--- config.mk ---
export PLATFORM = sky130hd
export DESIGN_NAME = fetch_unit
export DESIGN_NICKNAME = d
export VERILOG_FILES = /design/src/rtl/fetch_unit.sv
export SDC_FILE = /design/constraint.sdc
export NUM_CORES = 1
export LEC_CHECK = 0
export ABC_AREA = 1
export BUFFER_PORTS_ARGS = -buffer_cell sky130_fd_sc_hd__buf_2
export CAP_MARGIN = 20
export CORE_ASPECT_RATIO = 2
export CORE_MARGIN = 4
export CORE_UTILIZATION = 38
export CTS_BUF_LIST = sky130_fd_sc_hd__clkbuf_8
export CTS_CLUSTER_SIZE = 14
export DETAILED_ROUTE_END_ITERATION = 12
export HOLD_SLACK_MARGIN = 0.12
export PLACE_DENSITY_LB_ADDON = 0.12
export SKIP_CTS_REPAIR_TIMING = 1
export SYNTH_ARGS = -nofsm -noshare
export SYNTH_HDL_FRONTEND = slang
export SYNTH_SLANG_ARGS = --single-unit
--- constraint.sdc ---
create_clock -name clk -period 2 [get_ports clk]
set_input_delay 0.5 -clock clk [delete_from_list [all_inputs] [get_ports clk]]
set_output_delay 0.5 -clock clk [all_outputs]
set_load 0.02 [all_outputs]
--- src/rtl/fetch_unit.sv ---
`default_nettype none
// ============================================================================
// Module   : fetch_unit
// Brief    : RV32I fetch stage: PC, valid/ready imem request, registered Instr,
//            next-PC selection for sequential, branch, JAL and JALR targets.
// Revision : 1.0
// ============================================================================
module fetch_unit #(
    parameter logic [31:0] RESET_PC = 32'h0000_0000
) (
    input  logic        clk,
    input  logic        reset,
    output logic        imem_req_valid,
    input  logic        imem_req_ready,
    output logic [31:0] imem_addr,
    input  logic        imem_rsp_valid,
    input  logic [31:0] imem_rsp_data,
    output logic [31:0] Instr,
    output logic [31:0] PC,
    output logic [31:0] PCPlus4,
    output logic        instr_valid,
    input  logic        instr_ready,
    input  logic [1:0]  PCSrc,
    input  logic [31:0] immExt,
    input  logic [31:0] alu_result,
    output logic        misaligned
);

    localparam logic [31:0] c_NOP = 32'h0000_0013;

    typedef enum logic [1:0] {
        S_FETCH = 2'd0,
        S_WAIT  = 2'd1,
        S_HOLD  = 2'd2,
        S_TRAP  = 2'd3
    } state_t;

    state_t      state_q, state_d;
    logic [31:0] pc_q, pc_d;
    logic [31:0] instr_q, instr_d;
    logic        instr_valid_q, instr_valid_d;
    logic        req_valid_q, req_valid_d;
    logic        misaligned_q, misaligned_d;
    logic [31:0] w_next_pc;

    always_comb begin
        case (PCSrc)
            2'b01:   w_next_pc = pc_q + immExt;
            2'b10:   w_next_pc = alu_result & ~32'h0000_0001;
            default: w_next_pc = pc_q + 32'd4;
        endcase
    end

    always_comb begin
        state_d       = state_q;
        pc_d          = pc_q;
        instr_d       = instr_q;
        instr_valid_d = instr_valid_q;
        req_valid_d   = req_valid_q;
        misaligned_d  = misaligned_q;
        case (state_q)
            S_FETCH: begin
                // req_valid is registered, so the first FETCH cycle after reset raises it
                if (req_valid_q && imem_req_ready) begin
                    state_d     = S_WAIT;
                    req_valid_d = 1'b0;
                end else begin
                    req_valid_d = 1'b1;
                end
            end
            S_WAIT: begin
                if (imem_rsp_valid) begin
                    state_d       = S_HOLD;
                    instr_d       = imem_rsp_data;
                    instr_valid_d = 1'b1;
                end
            end
            S_HOLD: begin
                if (instr_ready) begin
                    pc_d          = w_next_pc;
                    instr_valid_d = 1'b0;
                    if (w_next_pc[1:0] == 2'b00) begin
                        state_d     = S_FETCH;
                        req_valid_d = 1'b1;
                    end else begin
                        state_d      = S_TRAP;
                        misaligned_d = 1'b1;
                    end
                end
            end
            default: begin
                req_valid_d   = 1'b0;
                instr_valid_d = 1'b0;
                misaligned_d  = 1'b1;
            end
        endcase
    end

    always_ff @(posedge clk) begin
        if (reset) begin
            state_q       <= S_FETCH;
            pc_q          <= RESET_PC;
            instr_q       <= c_NOP;
            instr_valid_q <= 1'b0;
            req_valid_q   <= 1'b0;
            misaligned_q  <= 1'b0;
        end else begin
            state_q       <= state_d;
            pc_q          <= pc_d;
            instr_q       <= instr_d;
            instr_valid_q <= instr_valid_d;
            req_valid_q   <= req_valid_d;
            misaligned_q  <= misaligned_d;
        end
    end

    assign imem_req_valid = req_valid_q;
    assign imem_addr      = pc_q;
    assign Instr          = instr_q;
    assign PC             = pc_q;
    assign PCPlus4        = pc_q + 32'd4;
    assign instr_valid    = instr_valid_q;
    assign misaligned     = misaligned_q;

endmodule
`default_nettype wire
==> summary.md, run 1 <==
| Metric | Value |
|---|---|
| Outcome | `complete, but fails checks` |
| Final number of setup-violating endpoints | `43` |
| Setup repair after global routing missed its margin | `yes` |
| Family of cells with the greatest summed delay on the critical path | `simple AND/OR/NAND/NOR gates` |
| Number of vias in the routed layout | `between 8000 and 9000` |
| Layout cell share with drive strength beyond 1 | `between 50% and 60%` |
| Min-Delay Path Class | `primary input to flip-flop` |
| Placement Setup Slack | `-442 ps` |
| Maximum level of the CTS H-tree | `3` |
| Net count after synthesis | `approximately 1300` |
| Slowest library cell on the worst path | `dfxtp_4` |
| Proportion of power drawn by the clock network | `between 20% and 30%` |
| Remaining Overflow, GRT | `0` |
| Clk_lat worst skew | `between 300 and 400 ps` |
| Total half-perimeter wirelength after legalization and detailed placement | `roughly 24 mm` |
| Maximum number of pins on one net before global-route repair | `38` |
| CP bufs+invs | `2` |
| Slew at the pin closest to its max-slew limit | `roughly 970 ps` |
| Upper clock frequency limit | `406 MHz` |
| Via-per-instance ratio | `5.06` |
| Post-layout power | `4.75 mW` |
| Ranking of synthesized cells by area | `dfxtp_1, nand2_1, inv_1, nor2_1, ha_1` |
| Data arrival time of the critical path | `about 2000 ps` |
| Width of the die | `101 um` |
| Clk Tree Root Cell | `clkbuf_8` |
| Fin worst setup slack | `-463 ps` |
| Count of antenna diodes in the layout | `0` |
| Minimum clock period | `~2500 ps` |
| Top-level I/O count | `between 200 and 250` |
| Reg power frac | `34.4%` |
| PD cells | `between 400 and 500 mW/mm2` |
| Placeable Area | `around 0.017 mm2` |
| Highest fanout seen on the critical path | `3` |
| Total count of max-transition violations in the final report | `0` |
| Mean area per synthesized cell | `5.71 um2` |
| Row count | `67` |
| Final ANT Viol Nets | `0` |
| Clock buffer depth | `2` |
| Synthesis warning total | `0` |
| Total global routing track utilization | `between 20% and 30%` |
| Floorplan die area | `between 0.015 and 0.02 mm2` |
| Chip Height | `193 um` |
| Depth of the most critical reg-to-reg path | `17` |
| Crit path capture | `PCPlus4[24]` |
| Critical path start-end classification | `flip-flop to primary output` |
| Switching fraction of total power | `between 30% and 40%` |
| CTS tree | `done` |
| Stages on the worst setup path | `8` |
| Average wire per standard cell | `roughly 18 um` |
| Max Used Layer | `met4` |
| Number of detailed-routing iterations run before antenna repair | `4` |
| DRC violations left | `0` |
| Count of final hold-check violations | `0` |
| Cell type with the highest occurrence count on the critical path | `buf_4` |
| DRT Wirelength | `31.1 mm` |
| Total leakage power | `approximately 6.1 nW` |
| Post-synthesis sequential element count | `69` |
| Beginning of the critical path | `PC[10]` |
| Wire length of the first global-routing pass | `about 41 mm` |
| Capture point of the worst reg-to-reg path | `PC[16]` |
| Worst IR drop on VDD | `0.524 mV` |
| Input/output buffers | `232` |
| Origin of the critical flop-to-flop path | `PC[13]` |
| R2R setup slack | `-180 ps` |
| Combinational fraction of design power | `about 40%` |
| Clock Pin Slew Worst Setup and Hold Paths | `approximately 100 ps` |
| Routed wire length on met2 | `roughly 17 mm` |
| Data required time of the critical path | `around 1500 ps` |
| Period utilisation layout | `123%` |
| Worst stage delay on the critical path | `roughly 370 ps` |
| Switching power | `around 1.9 mW` |
| Weighted congestion at the end of routability-driven global placement | `~0.94` |
| Endpoint kind of the worst setup timing path | `primary output` |
| Cell Int Power | `2.87 mW` |
| Via count of the first global-routing pass | `about 8200` |
| Antenna violations before repair | `0` |
| Number of buffers inserted during clock tree synthesis | `9` |
| Remaining max-slew budget at the tightest pin | `35.1%` |
| Syn Inst Count | `1139` |
| Instance count along the most critical hold path | `3` |
| Count of unique library cells instantiated by Yosys | `45` |
| Sequential fraction of the synthesis area | `around a fifth` |
| Mapped cell area | `between 0.006 and 0.007 mm2` |
| Layout Cell Area excl Fill | `0.0116 mm2` |
| Synth area leader | `dfxtp_1` |
| Cell-by-cell trace of the critical path | `buf_4 > nand2_2 > nor2_2 > nand4_1 > nor3_2 > or2_4 > nand2_1 > buf_4` |
| Clock Skew | `17.0 ps` |
| Starting density of the core | `about two fifths` |
| Total of max-cap violations | `0` |
| Violated checks | `setup timing` |
| Area share of the largest cell type after synthesis | `a little over a fifth` |
| CTS Sinks | `69` |
| M1 WL | `about 9.4 mm` |
| Startpoint Class | `flip-flop` |
| Layout Utilization | `roughly 69%` |
| Detailed router's first-iteration violation count | `about 300` |
| Detailed route wirelength on metal3 | `about 1.7 mm` |
| Placement-stage cell area | `roughly 0.0091 mm2` |
| Final nets | `1700` |
| Area growth, synth to finish | `77.6%` |
==> cells in the final DEF, fill, tap and decap left out, drive strengths merged <==
| cell | Yosys | routed |
|---|---|---|
| xor2 | 10 | 10 |
| nand4 | 12 | 12 |
| or2 | 11 | 11 |
| fa | 1 | 1 |
| o211ai | 3 | 3 |
| nand3b | 5 | 5 |
| a21o | 1 | 1 |
| o21bai | 5 | 5 |
| and2 | 2 | 2 |
| clkinvlp | 0 | 1 |
| or3 | 1 | 1 |
| a21oi | 95 | 95 |
| clkinv | 3 | 7 |
| ha | 38 | 38 |
| a22oi | 1 | 1 |
| nand2 | 365 | 365 |
| o22ai | 1 | 1 |
| dfxtp | 69 | 69 |
| nor4 | 2 | 2 |
| bufinv | 0 | 1 |
| buf | 41 | 472 |
| xnor2 | 6 | 6 |
| nor2 | 134 | 134 |
| a31oi | 2 | 2 |
| clkbuf | 23 | 9 |
| nor3 | 10 | 10 |
| inv | 157 | 157 |
| a211oi | 1 | 1 |
| nand3 | 67 | 67 |
| a221oi | 2 | 2 |
| o21ai | 71 | 71 |
==> how the worst min path moves through the flow <==
stage	from	endpoint	slack, ps
after floorplan	state_q[1]	state_q[1]	480
after global placement	misaligned	misaligned	440
after detailed placement	misaligned	misaligned	450
after CTS	imem_rsp_data[1]	Instr[1]	330
after global routing	imem_rsp_data[1]	Instr[1]	350
final	imem_rsp_data[4]	Instr[4]	340
==> tightest hold or removal path, stage by stage <==
cell and delay [ps]:
buf_2 80, nand2_1 40, nand3_1 50
==> synthesized netlist by cell type (all sizes together) <==
cell type / count
o22ai: 1
or3: 1
a21o: 1
and2: 2
or2: 11
nand3b: 5
nor3: 10
nand3: 67
nand4: 12
buf: 41
ha: 38
nor4: 2
nand2: 365
a22oi: 1
clkbuf: 23
a31oi: 2
dfxtp: 69
a21oi: 95
o21bai: 5
o21ai: 71
inv: 157
xnor2: 6
clkinv: 3
xor2: 10
o211ai: 3
fa: 1
a221oi: 2
nor2: 134
a211oi: 1
==> sequential cells by signal (all words and copies together) (netlist names) <==
signal          flops
PC                 32
imem_req_valid      1
misaligned          1
instr_valid         1
state_q             2
Instr              32
==> through the flow <==
step / cells / setup TNS [ps] / hold WS [ps]
3_3_place_gp: 1700 / -11310 / 441
2_1_floorplan: 1139 / -15.4 / 478
6_report: 1769 / -9870 / 338
3_5_place_dp: 1700 / -12310 / 447
5_1_grt: 1769 / -14550 / 355
4_1_cts: 1715 / -16190 / 328
==> power groups by stage <==
stage                     sequential [mW]  clock [mW]  combinational [mW]
final                                1.63        1.18                1.94
after detailed placement             1.69           0                1.67
after global placement               1.68           0                1.66
after CTS                            1.66        1.20                1.68
after floorplan                      1.89           0               0.772
after global routing                 1.66        1.25                2.11
==> per-layer routing <==
layer | track usage (%) | up-vias
met5 | 0 | -
met3 | 4.68 | 133
met2 | 55.3 | 338
met1 | 24.2 | 4065
li1 | - | 4416
met4 | 22.2 | 0
==> layout make-up <==
cell class	count	area (um2)
Multi-Input combinational cell	846	5720
Fill cell	1513	5210
Timing Repair Buffer	472	3320
Sequential cell	69	1460
Inverter	160	601
Tap cell	207	259
Clock buffer	9	124
Clock inverter	6	65.1
==> cell families after synthesis <==
kind of cell | share of synthesized area (%)
compound gates | 14.7
xor+xnor | 2.27
fa+ha+maj | 7.61
buf+inv | 15.1
flops | 21.2
simple gates | 39.1
(Power assumes the default switching activity.)
==> inputs of run 2 (changes only) <==
--- a/config.mk
+++ b/config.mk
@@ -5,17 +5,17 @@
 export SDC_FILE = /design/constraint.sdc
 export NUM_CORES = 1
 export LEC_CHECK = 0
-export ABC_AREA = 1
+export ABC_AREA = 0
 export BUFFER_PORTS_ARGS = -buffer_cell sky130_fd_sc_hd__buf_2
 export CAP_MARGIN = 20
 export CORE_ASPECT_RATIO = 2
-export CORE_MARGIN = 4
 export CORE_UTILIZATION = 38
 export CTS_BUF_LIST = sky130_fd_sc_hd__clkbuf_8
 export CTS_CLUSTER_SIZE = 14
 export DETAILED_ROUTE_END_ITERATION = 12
 export HOLD_SLACK_MARGIN = 0.12
 export PLACE_DENSITY_LB_ADDON = 0.12
+export RECOVER_POWER = 100
 export SKIP_CTS_REPAIR_TIMING = 1
 export SYNTH_ARGS = -nofsm -noshare
 export SYNTH_HDL_FRONTEND = slang
==> run 2 against run 1 <==
Net effect: cell area decreased by 9.2%; clock-buffer cell count unchanged; area after synthesis shrank 8.5%; combinational power is 16% lower; sequential share of layout area rose by 0.99 points; the run still ends with setup timing left; clock skew shrank 5.9 ps; worst setup slack got worse by 370 ps; first-iteration DRC count increased by 7.6%; critical path type unchanged; core utilization fell by 0.31 points.
==> summary.md, run 2 <==
| Metric | Value |
|---|---|
| Number of vias in the routed layout | `roughly 8000` |
| Minimum clock period | `roughly 2800 ps` |
| Total global routing track utilization | `between 30% and 40%` |
| Starting density of the core | `about two fifths` |
| Setup repair after global routing missed its margin | `yes` |
| Number of detailed-routing iterations run before antenna repair | `5` |
| CTS Sinks | `about 70` |
| Post-layout power | `between 4 and 5 mW` |
| Fin worst setup slack | `-835 ps` |
| Total of max-cap violations | `0` |
| CTS tree | `done` |
| Net count after synthesis | `~970` |
| Dominant synthesized flop cell | `dfxtp_1` |
| Synth Area in Adders | `under 10%` |
| Total count of max-transition violations in the final report | `0` |
| Via count of the first global-routing pass | `roughly 7600` |
| DRC violations left | `0` |
| Slew at the pin closest to its max-slew limit | `about 490 ps` |
| Clock Skew | `11.1 ps` |
| Aggregate negative setup slack | `-24020 ps` |
| Final nets | `~1400` |
| Highest fanout seen on the critical path | `3` |
| Data arrival time of the critical path | `~2300 ps` |
| Final ANT Viol Nets | `0` |
| Outcome | `complete, but fails checks` |
| Wire length of the first global-routing pass | `39.5 mm` |
| Mean area per synthesized cell | `~7.2 um2` |
| Placeable Area | `approximately 0.015 mm2` |
| Min-Delay Path Class | `primary input to flip-flop` |
| Count of final hold-check violations | `0` |
| Width of the die | `90.5 um` |
| Total leakage power | `approximately 4.9 nW` |
| Remaining Overflow, GRT | `0` |
| Maximum level of the CTS H-tree | `3` |
| Row count | `between 60 and 70` |
| Sequential cell area in the final layout | `about 0.0014 mm2` |
| Async S/R FF share, synth | `0%` |
| Data required time of the critical path | `1500 ps` |
| Count of non-filler cells in the finished layout | `between 1000 and 1500` |
| Worst IR drop on VDD | `approximately 0.41 mV` |
| Weighted congestion at the end of routability-driven global placement | `0.958` |
| Post-synthesis sequential element count | `about 70` |
| Clock buffer depth | `2` |
| Post-synthesis compound-gate area fraction | `28.3%` |
| Violated checks | `setup timing` |
| Critical path start-end classification | `flip-flop to primary output` |
| Area growth, synth to finish | `76.2%` |
| Endpoint kind of the worst setup timing path | `primary output` |
| Top-level I/O count | `234` |
| Number of buffers inserted during clock tree synthesis | `9` |
| Post-Synth Simple-Gate Area | `about a quarter` |
| Sequential fraction of the synthesis area | `between 20% and 30%` |
| Commonest non-fill, non-tap cell in the layout | `buf_4` |
| Layout cell share with drive strength beyond 1 | `around 52%` |
| Syn Inst Count | `829` |
| Main combinational cell family by area after synthesis | `compound AO/OA/AOI/OAI gates` |
| PD cells | `roughly 420 mW/mm2` |
| Antenna violations before repair | `0` |
| Count of unique library cells instantiated by Yosys | `around 70` |
| Floorplan die area | `about 0.016 mm2` |
| Mapped cell area | `just under 0.006 mm2` |
| Ranking of synthesized cells by area | `dfxtp_1, nand2_1, a21oi_1, ha_1, buf_4` |
| Via-per-instance ratio | `between 5 and 6` |
| Top post-synthesis cells by count | `nand2_1, a21oi_1, dfxtp_1` |
| Synth area leader | `dfxtp_1` |
| Startpoint Class | `flip-flop` |
| DRT Wirelength | `about 27 mm` |
| Number of flops mapped to enable cells by yosys | `0` |
| Fill cell instance count of the final layout | `roughly 1400` |
| Most frequent cells in the layout | `buf_4, buf_2, nand2_1, a21oi_1, nor2_1` |
| Maximum number of pins on one net before global-route repair | `34` |
| Chip Height | `179 um` |
| Xor/xnor cell area share of the yosys netlist | `about 5.9%` |
| Upper clock frequency limit | `353 MHz` |
| Clk Tree Root Cell | `clkbuf_8` |
| Most common cell in the netlist | `nand2_1` |
| Area share of the largest cell type after synthesis | `between 20% and 30%` |
| Synthesis warning total | `0` |
| Final number of setup-violating endpoints | `50` |
| Clock Pin Slew Worst Setup and Hold Paths | `around 90 ps` |
| Fraction of synthesized area in multiplexers | `under 10%` |
| Layout Utilization | `68.6%` |
| Cell Count Post-Placement | `1400` |
| Area used by multi-input combinational logic | `between 0.005 and 0.006 mm2` |
| Input/output buffers | `232` |
| Total half-perimeter wirelength after legalization and detailed placement | `between 20 and 25 mm` |
| Clk_lat worst skew | `~380 ps` |
| Average wire per standard cell | `about 19 um` |
| Period utilisation layout | `142%` |
| Detailed router's first-iteration violation count | `327` |
| Remaining max-slew budget at the tightest pin | `67.4%` |
run 2: cell types whose count changed in the layout (fill, tap and decap cells not counted), sizes merged, moves of 28 or more:
cell,before,now
o21ai,71,43
nand2,365,144
nor2,134,57
nand3,67,23
clkbuf,9,45
inv,157,32
buf,472,442
run 2: logic make-up (layout without fill, tap and decap cells):
group | Yosys count | in the layout
other | 0 | 1
flip-flops | 69 | 69
adder cells (fa/ha/maj) | 39 | 39
AO/OA/AOI/OAI | 258 | 258
multiplexers | 8 | 8
AND/OR/NAND/NOR | 309 | 309
buffers and inverters | 107 | 523
XOR/XNOR | 39 | 39
run 2: cell type report:
type	instances	area share, %
Inverter	29	1.04
Clock inverter	7	0.596
Clock buffer	9	1.18
Sequential cell	69	13.7
Antenna cell	1	0.0238
Multi-Input combinational cell	653	50.6
Timing Repair Buffer	478	30.6
Tap cell	198	2.36
run 2: metrics by stage:
step                      worst slack, ps  instance area [um2]  hold slack [ps]
after floorplan                      -530                 6630              514
after global placement               -833                 9280              439
after detailed placement             -819                 9280              443
after CTS                            -882                 9470              309
after global routing                 -908                10500              322
final                                -835                10500              328
run 2: final timing paths:
| kind | start | endpoint | slack [ps] | cells after the start |
|---|---|---|---|---|
| max | PC[8] | PCPlus4[31] | -840 | 6 |
| min | imem_rsp_data[1] | Instr[1] | 330 | 3 |
| max reg2reg | PC[2] | PC[31] | -610 | 10 |
| min reg2reg | Instr[20] | Instr[20] | 460 | 2 |
run 2: metal layers:
layer | up-vias | routed length (um) | global-route usage, % | share of wire [%]
li1 | 3781 | - | - | -
met1 | 3779 | 9070 | 29.8 | 33
met2 | 318 | 15200 | 64.0 | 56
met3 | 107 | 1200 | 4.62 | 4.4
met4 | 0 | 1870 | 18.7 | 6.8
met5 | - | 0 | 0 | 0
run 2: critical path, cell delays in order, from the launching register on:
cell and delay (ps):
dfxtp_4 380, nand4_4 120, or4_4 480, or3_4 430, nor3_4 260, xor2_2 140, buf_4 150
run 2: where the power goes:
group | internal (mW) | switching [mW] | leakage, nW
combinational | 0.664 | 0.954 | 4.22
clock | 0.477 | 0.719 | 0.0927
sequential | 1.49 | 0.0748 | 0.574
